## config.mk

```make
export PLATFORM = sky130hd
export DESIGN_NAME = blit_cmd_queue
export DESIGN_NICKNAME = d
export VERILOG_FILES = /design/src/rtl/blit_q_pkg.sv /design/src/rtl/blit_q_fifo.sv /design/src/rtl/blit_cmd_queue.sv
export SDC_FILE = /design/constraint.sdc
export NUM_CORES = 1
export LEC_CHECK = 0
export CORE_MARGIN = 2
export CORE_UTILIZATION = 35
export DETAILED_ROUTE_END_ITERATION = 10
export HOLD_SLACK_MARGIN = 0.06
export PLACE_DENSITY_LB_ADDON = 0.1
export SLEW_MARGIN = 40
export SYNTH_ARGS = -nofsm -noshare
export SYNTH_HDL_FRONTEND = slang
export SYNTH_SLANG_ARGS = --single-unit
```

## constraint.sdc

```tcl
create_clock -name clk -period 4.03 [get_ports clk]
set_input_delay 0.806 -clock clk [delete_from_list [all_inputs] [get_ports clk]]
set_output_delay 0.806 -clock clk [all_outputs]
set_load 0.1 [all_outputs]
```

## src/rtl/blit_q_pkg.sv

```systemverilog
// Shared types and constants for the blitter command queue: sequencer states,
// job payload layout, status and control bit positions.
package blit_q_pkg;

    localparam int unsigned DATA_W      = 32;
    localparam int unsigned STAT_W      = 16;
    localparam int unsigned STAT_OVF    = 15;
    localparam int unsigned STAT_IRQ    = 14;
    localparam int unsigned STAT_BUSY   = 13;
    localparam int unsigned STAT_IE     = 12;
    localparam int unsigned STAT_FILL_W = 5;

    localparam int unsigned CTL_IE      = 0;
    localparam int unsigned CTL_FLUSH   = 1;

    typedef enum logic [2:0] {
        IDLE   = 3'd0,
        LDCNT  = 3'd1,
        LDCMD  = 3'd2,
        WSTART = 3'd3,
        RUN    = 3'd4,
        DONE   = 3'd5
    } seq_state_t;

    typedef struct packed {
        logic [DATA_W-1:0] cnt;
        logic [DATA_W-1:0] cmd;
    } blit_job_t;

endpackage

```

## src/rtl/blit_q_fifo.sv

```systemverilog
// Circular job buffer: DEPTH entries, wrapping pointers, fill counter, flush.
module blit_q_fifo
    import blit_q_pkg::*;
#(
    parameter int unsigned DEPTH = 4,
    parameter int unsigned AW    = 2
) (
    input  logic      clk,
    input  logic      reset_n,
    input  logic      i_push,
    input  logic      i_pop,
    input  logic      i_flush,
    input  blit_job_t i_din,
    output blit_job_t o_head_c,
    output logic [AW:0] o_fill,
    output logic      o_full_c,
    output logic      o_empty_c
);

    localparam int unsigned FILL_W = AW + 1;

    blit_job_t      r_mem [DEPTH];
    logic [AW-1:0]  r_wr_ptr;
    logic [AW-1:0]  r_rd_ptr;
    logic [AW:0]    r_fill;
    logic           w_wr;
    logic           w_rd;

    // Full/empty use the pre-cycle fill, so a push while full is dropped even alongside a pop.
    assign o_full_c  = (r_fill == FILL_W'(DEPTH));
    assign o_empty_c = (r_fill == '0);
    assign w_wr      = i_push && !o_full_c && !i_flush;
    assign w_rd      = i_pop && !o_empty_c && !i_flush;
    assign o_head_c  = r_mem[r_rd_ptr];
    assign o_fill    = r_fill;

    always_ff @(posedge clk) begin
        if (w_wr) begin
            r_mem[r_wr_ptr] <= i_din;
        end
    end

    always_ff @(posedge clk or negedge reset_n) begin
        if (!reset_n) begin
            r_wr_ptr <= '0;
            r_rd_ptr <= '0;
            r_fill   <= '0;
        end else if (i_flush) begin
            r_wr_ptr <= '0;
            r_rd_ptr <= '0;
            r_fill   <= '0;
        end else begin
            if (w_wr) begin
                r_wr_ptr <= r_wr_ptr + AW'(1);
            end
            if (w_rd) begin
                r_rd_ptr <= r_rd_ptr + AW'(1);
            end
            case ({w_wr, w_rd})
                2'b10:   r_fill <= r_fill + FILL_W'(1);
                2'b01:   r_fill <= r_fill - FILL_W'(1);
                default: r_fill <= r_fill;
            endcase
        end
    end

endmodule

```

## src/rtl/blit_cmd_queue.sv

```systemverilog
// Blit job queue and sequencer: buffers GPU jobs, loads each into the blitter
// outer loop, waits for completion, and interrupts when the queue drains.
module blit_cmd_queue
    import blit_q_pkg::*;
#(
    parameter int unsigned DEPTH = 4,
    parameter int unsigned AW    = 2
) (
    input  logic        clk,
    input  logic        reset_n,
    input  logic [31:0] gpu_din,
    input  logic        q_cnt_wr,
    input  logic        q_cmd_wr,
    input  logic        q_ctl_wr,
    input  logic        q_stat_rd,
    input  logic        active,
    input  logic        stopped,
    output logic [31:0] blit_dout,
    output logic        countld,
    output logic        cmdld,
    output logic [15:0] q_stat_dout,
    output logic        q_stat_oe,
    output logic        q_irq,
    output logic        q_full
);

    localparam int unsigned FILL_W = AW + 1;

    seq_state_t          r_state;
    logic [DATA_W-1:0]   r_stage_cnt;
    logic [DATA_W-1:0]   r_blit_dout;
    logic                r_countld;
    logic                r_cmdld;
    logic                r_irq;
    logic                r_ovf;
    logic                r_irq_en;

    blit_job_t           w_job;
    blit_job_t           w_head;
    logic [AW:0]         w_fill;
    logic                w_full;
    logic                w_empty;
    logic                w_flush;
    logic                w_push;
    logic                w_pop;
    logic                w_irq_set;
    logic                w_ovf_set;
    logic [STAT_W-1:0]   w_stat;

    assign w_job     = '{cnt: r_stage_cnt, cmd: gpu_din};
    assign w_flush   = q_ctl_wr && gpu_din[CTL_FLUSH];
    assign w_push    = q_cmd_wr && !w_full;
    assign w_ovf_set = q_cmd_wr && w_full;
    assign w_pop     = (r_state == DONE) && !w_flush && !w_empty;
    // Interrupt only when this pop empties the queue and no new job lands in the same cycle.
    assign w_irq_set = w_pop && r_irq_en && (w_fill == FILL_W'(1)) && !w_push;

    blit_q_fifo #(
        .DEPTH (DEPTH),
        .AW    (AW)
    ) u_fifo (
        .clk       (clk),
        .reset_n   (reset_n),
        .i_push    (q_cmd_wr),
        .i_pop     (w_pop),
        .i_flush   (w_flush),
        .i_din     (w_job),
        .o_head_c  (w_head),
        .o_fill    (w_fill),
        .o_full_c  (w_full),
        .o_empty_c (w_empty)
    );

    // Sequencer: load strobes and bus data are registered on entry to LDCNT/LDCMD.
    always_ff @(posedge clk or negedge reset_n) begin
        if (!reset_n) begin
            r_state     <= IDLE;
            r_countld   <= 1'b0;
            r_cmdld     <= 1'b0;
            r_blit_dout <= '0;
        end else begin
            r_countld   <= 1'b0;
            r_cmdld     <= 1'b0;
            r_blit_dout <= '0;
            case (r_state)
                IDLE: begin
                    if (!w_empty && !active && !stopped) begin
                        r_state     <= LDCNT;
                        r_countld   <= 1'b1;
                        r_blit_dout <= w_head.cnt;
                    end
                end
                LDCNT: begin
                    r_state     <= LDCMD;
                    r_cmdld     <= 1'b1;
                    r_blit_dout <= w_head.cmd;
                end
                LDCMD: r_state <= WSTART;
                WSTART: begin
                    if (active) begin
                        r_state <= RUN;
                    end
                end
                RUN: begin
                    if (!active && !stopped) begin
                        r_state <= DONE;
                    end
                end
                DONE:    r_state <= IDLE;
                default: r_state <= IDLE;
            endcase
        end
    end

    // GPU-visible control/status registers; a set beats a same-cycle read clear.
    always_ff @(posedge clk or negedge reset_n) begin
        if (!reset_n) begin
            r_stage_cnt <= '0;
            r_irq_en    <= 1'b0;
            r_irq       <= 1'b0;
            r_ovf       <= 1'b0;
        end else begin
            if (q_cnt_wr) begin
                r_stage_cnt <= gpu_din;
            end
            if (q_ctl_wr) begin
                r_irq_en <= gpu_din[CTL_IE];
            end
            if (w_irq_set) begin
                r_irq <= 1'b1;
            end else if (q_stat_rd) begin
                r_irq <= 1'b0;
            end
            if (w_ovf_set) begin
                r_ovf <= 1'b1;
            end else if (q_stat_rd) begin
                r_ovf <= 1'b0;
            end
        end
    end

    always_comb begin
        w_stat                    = '0;
        w_stat[STAT_OVF]          = r_ovf;
        w_stat[STAT_IRQ]          = r_irq;
        w_stat[STAT_BUSY]         = (r_state != IDLE);
        w_stat[STAT_IE]           = r_irq_en;
        w_stat[STAT_FILL_W-1:0]   = STAT_FILL_W'(w_fill);
    end

    assign blit_dout   = r_blit_dout;
    assign countld     = r_countld;
    assign cmdld       = r_cmdld;
    assign q_stat_dout = w_stat;
    assign q_stat_oe   = q_stat_rd;
    assign q_irq       = r_irq;
    assign q_full      = w_full;

endmodule

```

==> run_results.csv, run 1 <==
group,metric,value,unit
outcome,outcome,"finished clean",
floorplanning,start_util,0.353,
clocking,post_cts_sizing,0,
route,met2RoutedLength,13200,um
critical_path,crit_type,"primary input to flop",
critical_path,endpoint_kind,"flop",
route,drt_first_iter_violations,243,
yosys,synth_ff_type,"sky130_fd_sc_hd__edfxtp_1",
placement,port_buffers,83,
cells_and_area,fillCellCount,3123,
yosys,synth_async_sr_flop_share,0.236,
clocking,cts.path.max_buffers,3,
route,dr.max_layer_used,"met4",
critical_path,critPathLaunch,"q_cmd_wr",
critical_path,critical-path-slowest-cell,"sky130_fd_sc_hd__clkdlybuf4s50_1",
pwr,vdd_ir_drop_max,0.515,mV
pwr,power.static_leakage,0.00523,uW
grt,grt_pass1_vias,6307,
hold_path,min-delay-path-class,"primary input to asynchronous set/reset pin",
clocking,htreeDepth,2,
cells_and_area,register_area,9670,um2
critical_path,worst_path_dominant_cell_family,"simple AND/OR/NAND/NOR gates",
route,routed_wirelength,25500,um
route,detail_route.wirelength.met1,10900,um
route,vias_per_cell,4.88,
yosys,combined_area_of_all_synthesized_cells,12500,um2
cells_and_area,nNetsFinal,731,
sta,rsz_0062_raised_after_global_routing,"false",
sta,report.final.setup_viol,0,
yosys,synth_warnings,0,
floorplanning,pin_count,93,
floorplanning,core,35400,um2
sta,slew-limit-headroom,0.487,
critical_path,critPathBufInv,2,
sta,final.setup_skew,0.00964,ns
critical_path,crit_path_cell_trace,"clkdlybuf4s50_1 -> a21boi_0 -> nor2b_1 -> and2_4 -> buf_4",
clocking,worstSkewPairLatency,0.52,ns
critical_path,cp.required,4.23,ns
clocking,cts_setup_buffers,0,
sta,fmax,0.360,GHz
sta,period_utilisation_layout,0.690,
route,met3_wirelength,915,um
clocking,cts_buffers,37,
sta,whs,0.253,ns
pwr,cellPowerDensity,706,nW/um2
critical_path,worst_path_max_stage_delay,0.50,ns
grt,globalRoute.totalOverflow,0,
floorplanning,design.die.area,37300,um2
route,wire_per_inst,21.8,um
clocking,worst_setup_hold_path_clk_slew,0.06,ns
yosys,postSynthCellCount,571,
placement,dp.final_hpwl,14800,um
floorplanning,num_rows,69,
grt,grt_max_degree,52,
sta,setup_tns,0,ns
yosys,ys_seq_elements,335,
yosys,synth-seq-area-share,0.773,
sta,tightest_slew,0.767,ns
yosys,synth_area_per_cell,21.9,um2
clocking,cts-hold-fix-buffers,0,
cells_and_area,multi_input_comb_area,2600,um2
yosys,yosysUniqueCellTypes,39,
grt,grt_first_pass_wirelength,38700,um
clocking,clk_root_buffer_cell,"sky130_fd_sc_hd__clkbuf_16",
critical_path,r2r_start,"u_fifo.o_fill[0]",
sta,slew_viol_final,0,
flow_run,max_cap_violations,0,
critical_path,start_kind,"primary input",
yosys,number_of_synthesized_flops_with_an_enable_pin,256,
placement,place_congestion,0.711,
clocking,clock_tree_from_tritoncts,"yes",
critical_path,critPathArrivalTime,2.98,ns
cells_and_area,final_layout_size_suffix_gt1_frac,0.331,
sta,layout_min_cycle_time,2.78,ns
cells_and_area,layout_overhead_on_the_synthesized_area,19.3,%
cells_and_area,antenna_cells_inserted,0,
floorplanning,floorplan.die.width,193,um
grt,antenna_found_initial,0,
floorplanning,die_height,193,um
route,drt-pass1-iter-count,4,
route,route.detailed.drc,0,
grt,grt_util_all_layers,0.141,
critical_path,timing.critical_path.fanout_max,26,
clocking,clock_sinks,335,
route,detail-route-antenna-nets,0,
sta,hold_violations,0,
route,via_count,5721,
==> worst reg2reg max path, stage by stage (launching register included) <==
cell and delay, ns:
sky130_fd_sc_hd__dfrtp_1 0.45, sky130_fd_sc_hd__inv_1 0.10, sky130_fd_sc_hd__ha_1 0.25, sky130_fd_sc_hd__a21boi_0 0.41
sky130_fd_sc_hd__nor2b_1 0.40, sky130_fd_sc_hd__and2_4 0.50, sky130_fd_sc_hd__buf_4 0.34
==> registers in the layout (all words and copies together), names as in the netlist, 2 cells and up <==
name,flops
u_fifo.r_mem,256
blit_dout,32
r_stage_cnt,32
r_state,3
u_fifo.o_fill,3
u_fifo.r_rd_ptr,2
u_fifo.r_wr_ptr,2
==> worst paths after layout <==
| path | endpoint | slack, ns | cells past startpoint |
|---|---|---|---|
| min | blit_dout[10] | 0.25 | 1 |
| max | u_fifo.r_mem[1][14] | 1.25 | 5 |
| max reg2reg | u_fifo.r_mem[1][14] | 1.25 | 6 |
| min in group clk | u_fifo.r_mem[0][37] | 0.51 | 0 |
| min reg2reg | u_fifo.r_mem[0][37] | 0.51 | 0 |
| max in group asynchronous | blit_dout[24] | 2.99 | 2 |
==> synthesized netlist by cell type, drive strengths merged, types with 2 or more instances <==
master	n	area (um2)
edfxtp	256	7690
dfrtp	79	1980
mux4	64	1440
a22o	33	300
mux2	33	372
buf	28	209
clkbuf	11	41.3
ha	9	113
inv	9	33.8
nor2	7	26.3
and2	6	37.5
a21oi	4	20.0
o21ai	4	20.0
mux2i	2	20.0
nand2	2	7.51
nand2b	2	12.5
nor2b	2	12.5
o32ai	2	17.5
or3	2	17.5
xor2	2	17.5
==> cell type report <==
cell class,instances,share of cell area
sequential,335,0.649
clock inverter,16,0.00906
clock buffer,52,0.0707
inverter,9,0.00227
timing repair buffer,103,0.0561
tap,461,0.0387
multi-input combinational,196,0.175
==> cell usage in the layout (no fill, tap or decap), drive strengths merged, types with 6 or more instances in the layout <==
master and n:
nor2 7, buf 66, and2 6, a22o 33, conb 9, clkbuf 52
inv 11, mux2 33, mux4 64, ha 9, clkdlybuf4s50 37, dfrtp 79
clkinv 11, edfxtp 256
==> per-layer routing <==
metal | vias to the layer above | track usage
li1 | 2521 | -
met1 | 3063 | 0.180
met2 | 101 | 0.248
met3 | 36 | 0.0261
met4 | 0 | 0.0399
met5 | - | 0
==> report_power, final <==
| group | switching (uW) | internal [uW] | total, uW |
|---|---|---|---|
| clock | 1320 | 1960 | 3280 |
| sequential | 274 | 4340 | 4610 |
| combinational | 1880 | 763 | 2640 |
| total | 3470 | 7060 | 10500 |
==> logic make-up (layout without fill, tap and decap cells) <==
family          count (synthesis)  count (layout)  synth area share
fa+ha+maj                       9               9           0.00901
flops                         335             335             0.773
simple gates                   28              28            0.0148
buf+inv                        48             180            0.0227
xor+xnor                        3               3           0.00210
mux                            99              99             0.147
compound gates                 48              48            0.0316
other cells                     1               9          0.000300
==> through the flow <==
step	total power, uW	std cells	worst slack [ns]	area [um2]	utilization
after CTS	10700	1172	1.16	14900	0.421
after global placement	7490	1101	0.757	13900	0.393
final	10500	1172	1.25	14900	0.421
after floorplan	6700	579	0.0633	12500	-
after detailed placement	7390	1104	0.673	13700	0.388
after global routing	11000	1172	0.998	14900	0.421
Power figures use the tool's default switching activity.
==> run 2: changes to the inputs <==
==> constraint.sdc (replaced) <==
create_clock -name clk -period 2.3 [get_ports clk]
set_input_delay 0.46 -clock clk [delete_from_list [all_inputs] [get_ports clk]]
set_output_delay 0.46 -clock clk [all_outputs]
set_load 0.1 [all_outputs]
==> run_results.csv, run 2 (synthesized netlist as in run 1, its figures left out) <==
group,metric,value,unit
hold_path,min-delay-path-class,"primary input to asynchronous set/reset pin",
grt,grt_pass1_vias,6224,
placement,dp.final_hpwl,15200,um
sta,final.setup_skew,0.0116,ns
flow_run,max_cap_violations,0,
placement,port_buffers,83,
route,drt-pass1-iter-count,4,
critical_path,timing.critical_path.fanout_max,5,
sta,layout_min_cycle_time,2.18,ns
sta,fmax,0.459,GHz
sta,slew_viol_final,0,
placement,dp.cells,1117,
clocking,clock_sinks,335,
sta,period_utilisation_layout,0.948,
sta,tightest_slew,0.569,ns
critical_path,start_kind,"flop",
floorplanning,die_height,193,um
grt,grt_first_pass_wirelength,38100,um
clocking,cts.path.max_buffers,3,
route,routed_wirelength,25200,um
floorplanning,floorplan.die.width,193,um
grt,grt_util_all_layers,0.140,
route,route.detailed.drc,0,
clocking,htreeDepth,2,
floorplanning,start_util,0.353,
grt,gr-usage-met2,0.242,
route,drt_first_iter_violations,350,
floorplanning,pin_count,93,
placement,place_congestion,0.679,
grt,grt.busiest_layer,"met2",
sta,rsz_0062_raised_after_global_routing,"false",
floorplanning,num_rows,69,
critical_path,cp.required,1.84,ns
sta,slew-limit-headroom,0.621,
route,detail-route-antenna-nets,0,
clocking,worst_setup_hold_path_clk_slew,0.05,ns
sta,setup_tns,0,ns
cells_and_area,fillCellCount,3063,
cells_and_area,layout.cells.non_filler,1185,
cells_and_area,layout.cell_area.non_filler,15400,um2
floorplanning,design.die.area,37300,um2
grt,met3_usage_grt,0.0259,
clocking,clk_root_buffer_cell,"sky130_fd_sc_hd__clkbuf_16",
cells_and_area,antenna_cells_inserted,0,
floorplanning,core,35400,um2
cells_and_area,largest_register,"u_fifo.r_mem",
sta,report.final.setup_viol,0,
grt,globalRouteMet1Util,0.181,
cells_and_area,final_cell_mix,"sky130_fd_sc_hd__edfxtp_1 (256), sky130_fd_sc_hd__dfrtp_1 (75), sky130_fd_sc_hd__mux4_2 (64), sky130_fd_sc_hd__buf_4 (55)",
grt,grt_max_degree,37,
critical_path,endpoint_kind,"output port",
outcome,outcome,"finished clean",
grt,antenna_found_initial,0,
pwr,power.static_leakage,0.00538,uW
route,wire_per_inst,21.3,um
grt,globalRoute.totalOverflow,0,
cells_and_area,final_layout_size_suffix_gt1_frac,0.359,
cells_and_area,layout_commonest_cell,"sky130_fd_sc_hd__edfxtp_1",
placement,detailed_place.area,14200,um2
clocking,clock_tree_from_tritoncts,"yes",
route,via_count,5781,
clocking,cts_setup_buffers,0,
pwr,vdd_ir_drop_max,0.611,mV
route,vias_per_cell,4.88,
cells_and_area,largest_register_ff_count,256,
sta,hold_violations,0,
clocking,worstSkewPairLatency,0.52,ns
pwr,cellPowerDensity,1230,nW/um2
clocking,cts_buffers,37,
critical_path,critPathArrivalTime,1.72,ns
critical_path,crit_type,"flop to output port",
cells_and_area,nNetsFinal,745,
cells_and_area,layout_overhead_on_the_synthesized_area,23.0,%
==> run 2: changes by cell type in the layout (fill, tap and decap cells not counted), moves of 2 or more <==
| cell | change |
|---|---|
| sky130_fd_sc_hd__buf_2 | -42 |
| sky130_fd_sc_hd__buf_4 | +39 |
| sky130_fd_sc_hd__buf_12 | +17 |
| sky130_fd_sc_hd__clkbuf_8 | +6 |
| sky130_fd_sc_hd__clkinv_1 | -4 |
| sky130_fd_sc_hd__clkbuf_1 | -2 |
| sky130_fd_sc_hd__clkbuf_16 | -2 |
| sky130_fd_sc_hd__dfrtp_1 | -2 |
| sky130_fd_sc_hd__dfrtp_4 | +2 |
==> run 2: metal layers <==
metal	wire length [um]	vias up	part of all wire
met5	0	-	0
met4	458	0	0.018
met3	936	30	0.037
met2	12900	109	0.51
met1	11000	3085	0.43
li1	-	2557	-
==> run 2: per-stage QoR <==
stage / worst slack (ns) / utilization / hold slack [ns] / total power [uW]
finish: 0.119 / 0.435 / 0.491 / 18900
global route: 0.0528 / 0.435 / 0.535 / 19700
CTS: 0.100 / 0.435 / 0.511 / 19200
detailed placement: 0.00865 / 0.400 / 0.498 / 13400
global placement: 0.00504 / 0.400 / 0.482 / 13300
floorplan: 0.0194 / - / 0.164 / 11700
==> run 2: final cells by class <==
cell class,count,area [um2],area share
flip-flops and latches,335,9680,0.629
well taps,461,577,0.0375
multi-input cells,196,2620,0.170
clock buffers,54,1080,0.0702
inverters,9,33.8,0.00220
clock inverters,13,138,0.00895
repair buffers,117,1260,0.0818
==> run 2: final timing paths <==
path,cells past startpoint,slack (ns),from,to
setup / recovery,4,0.12,u_fifo.o_fill[0],q_full
hold / removal,2,0.49,reset_n,u_fifo.o_fill[0]
setup reg to reg,9,0.27,u_fifo.o_fill[0],u_fifo.o_fill[2]
hold reg to reg,0,0.52,r_stage_cnt[4],u_fifo.r_mem[1][36]
max in group asynchronous,3,1.19,reset_n,blit_dout[23]
min in group clk,0,0.52,r_stage_cnt[4],u_fifo.r_mem[1][36]
==> run 2: repair_timing <==
item	in CTS	in global routing
hold endpoints to repair	30	0
resized for setup	0	0
setup endpoints to repair	0	0
hold buffers	1	0
==> run 2: worst max-delay path, cell delays in order (launching register included) <==
cell,delay (ns)
sky130_fd_sc_hd__dfrtp_4,0.50
sky130_fd_sc_hd__inv_1,0.09
sky130_fd_sc_hd__ha_2,0.23
sky130_fd_sc_hd__and2_2,0.20
sky130_fd_sc_hd__buf_12,0.18
==> run 2: power by group <==
| group | internal (uW) | switching [uW] | leakage (uW) |
|---|---|---|---|
| registers | 7620 | 412 | 0.00333 |
| logic | 1690 | 3430 | 0.00145 |
| clock network | 3500 | 2290 | 0.000600 |
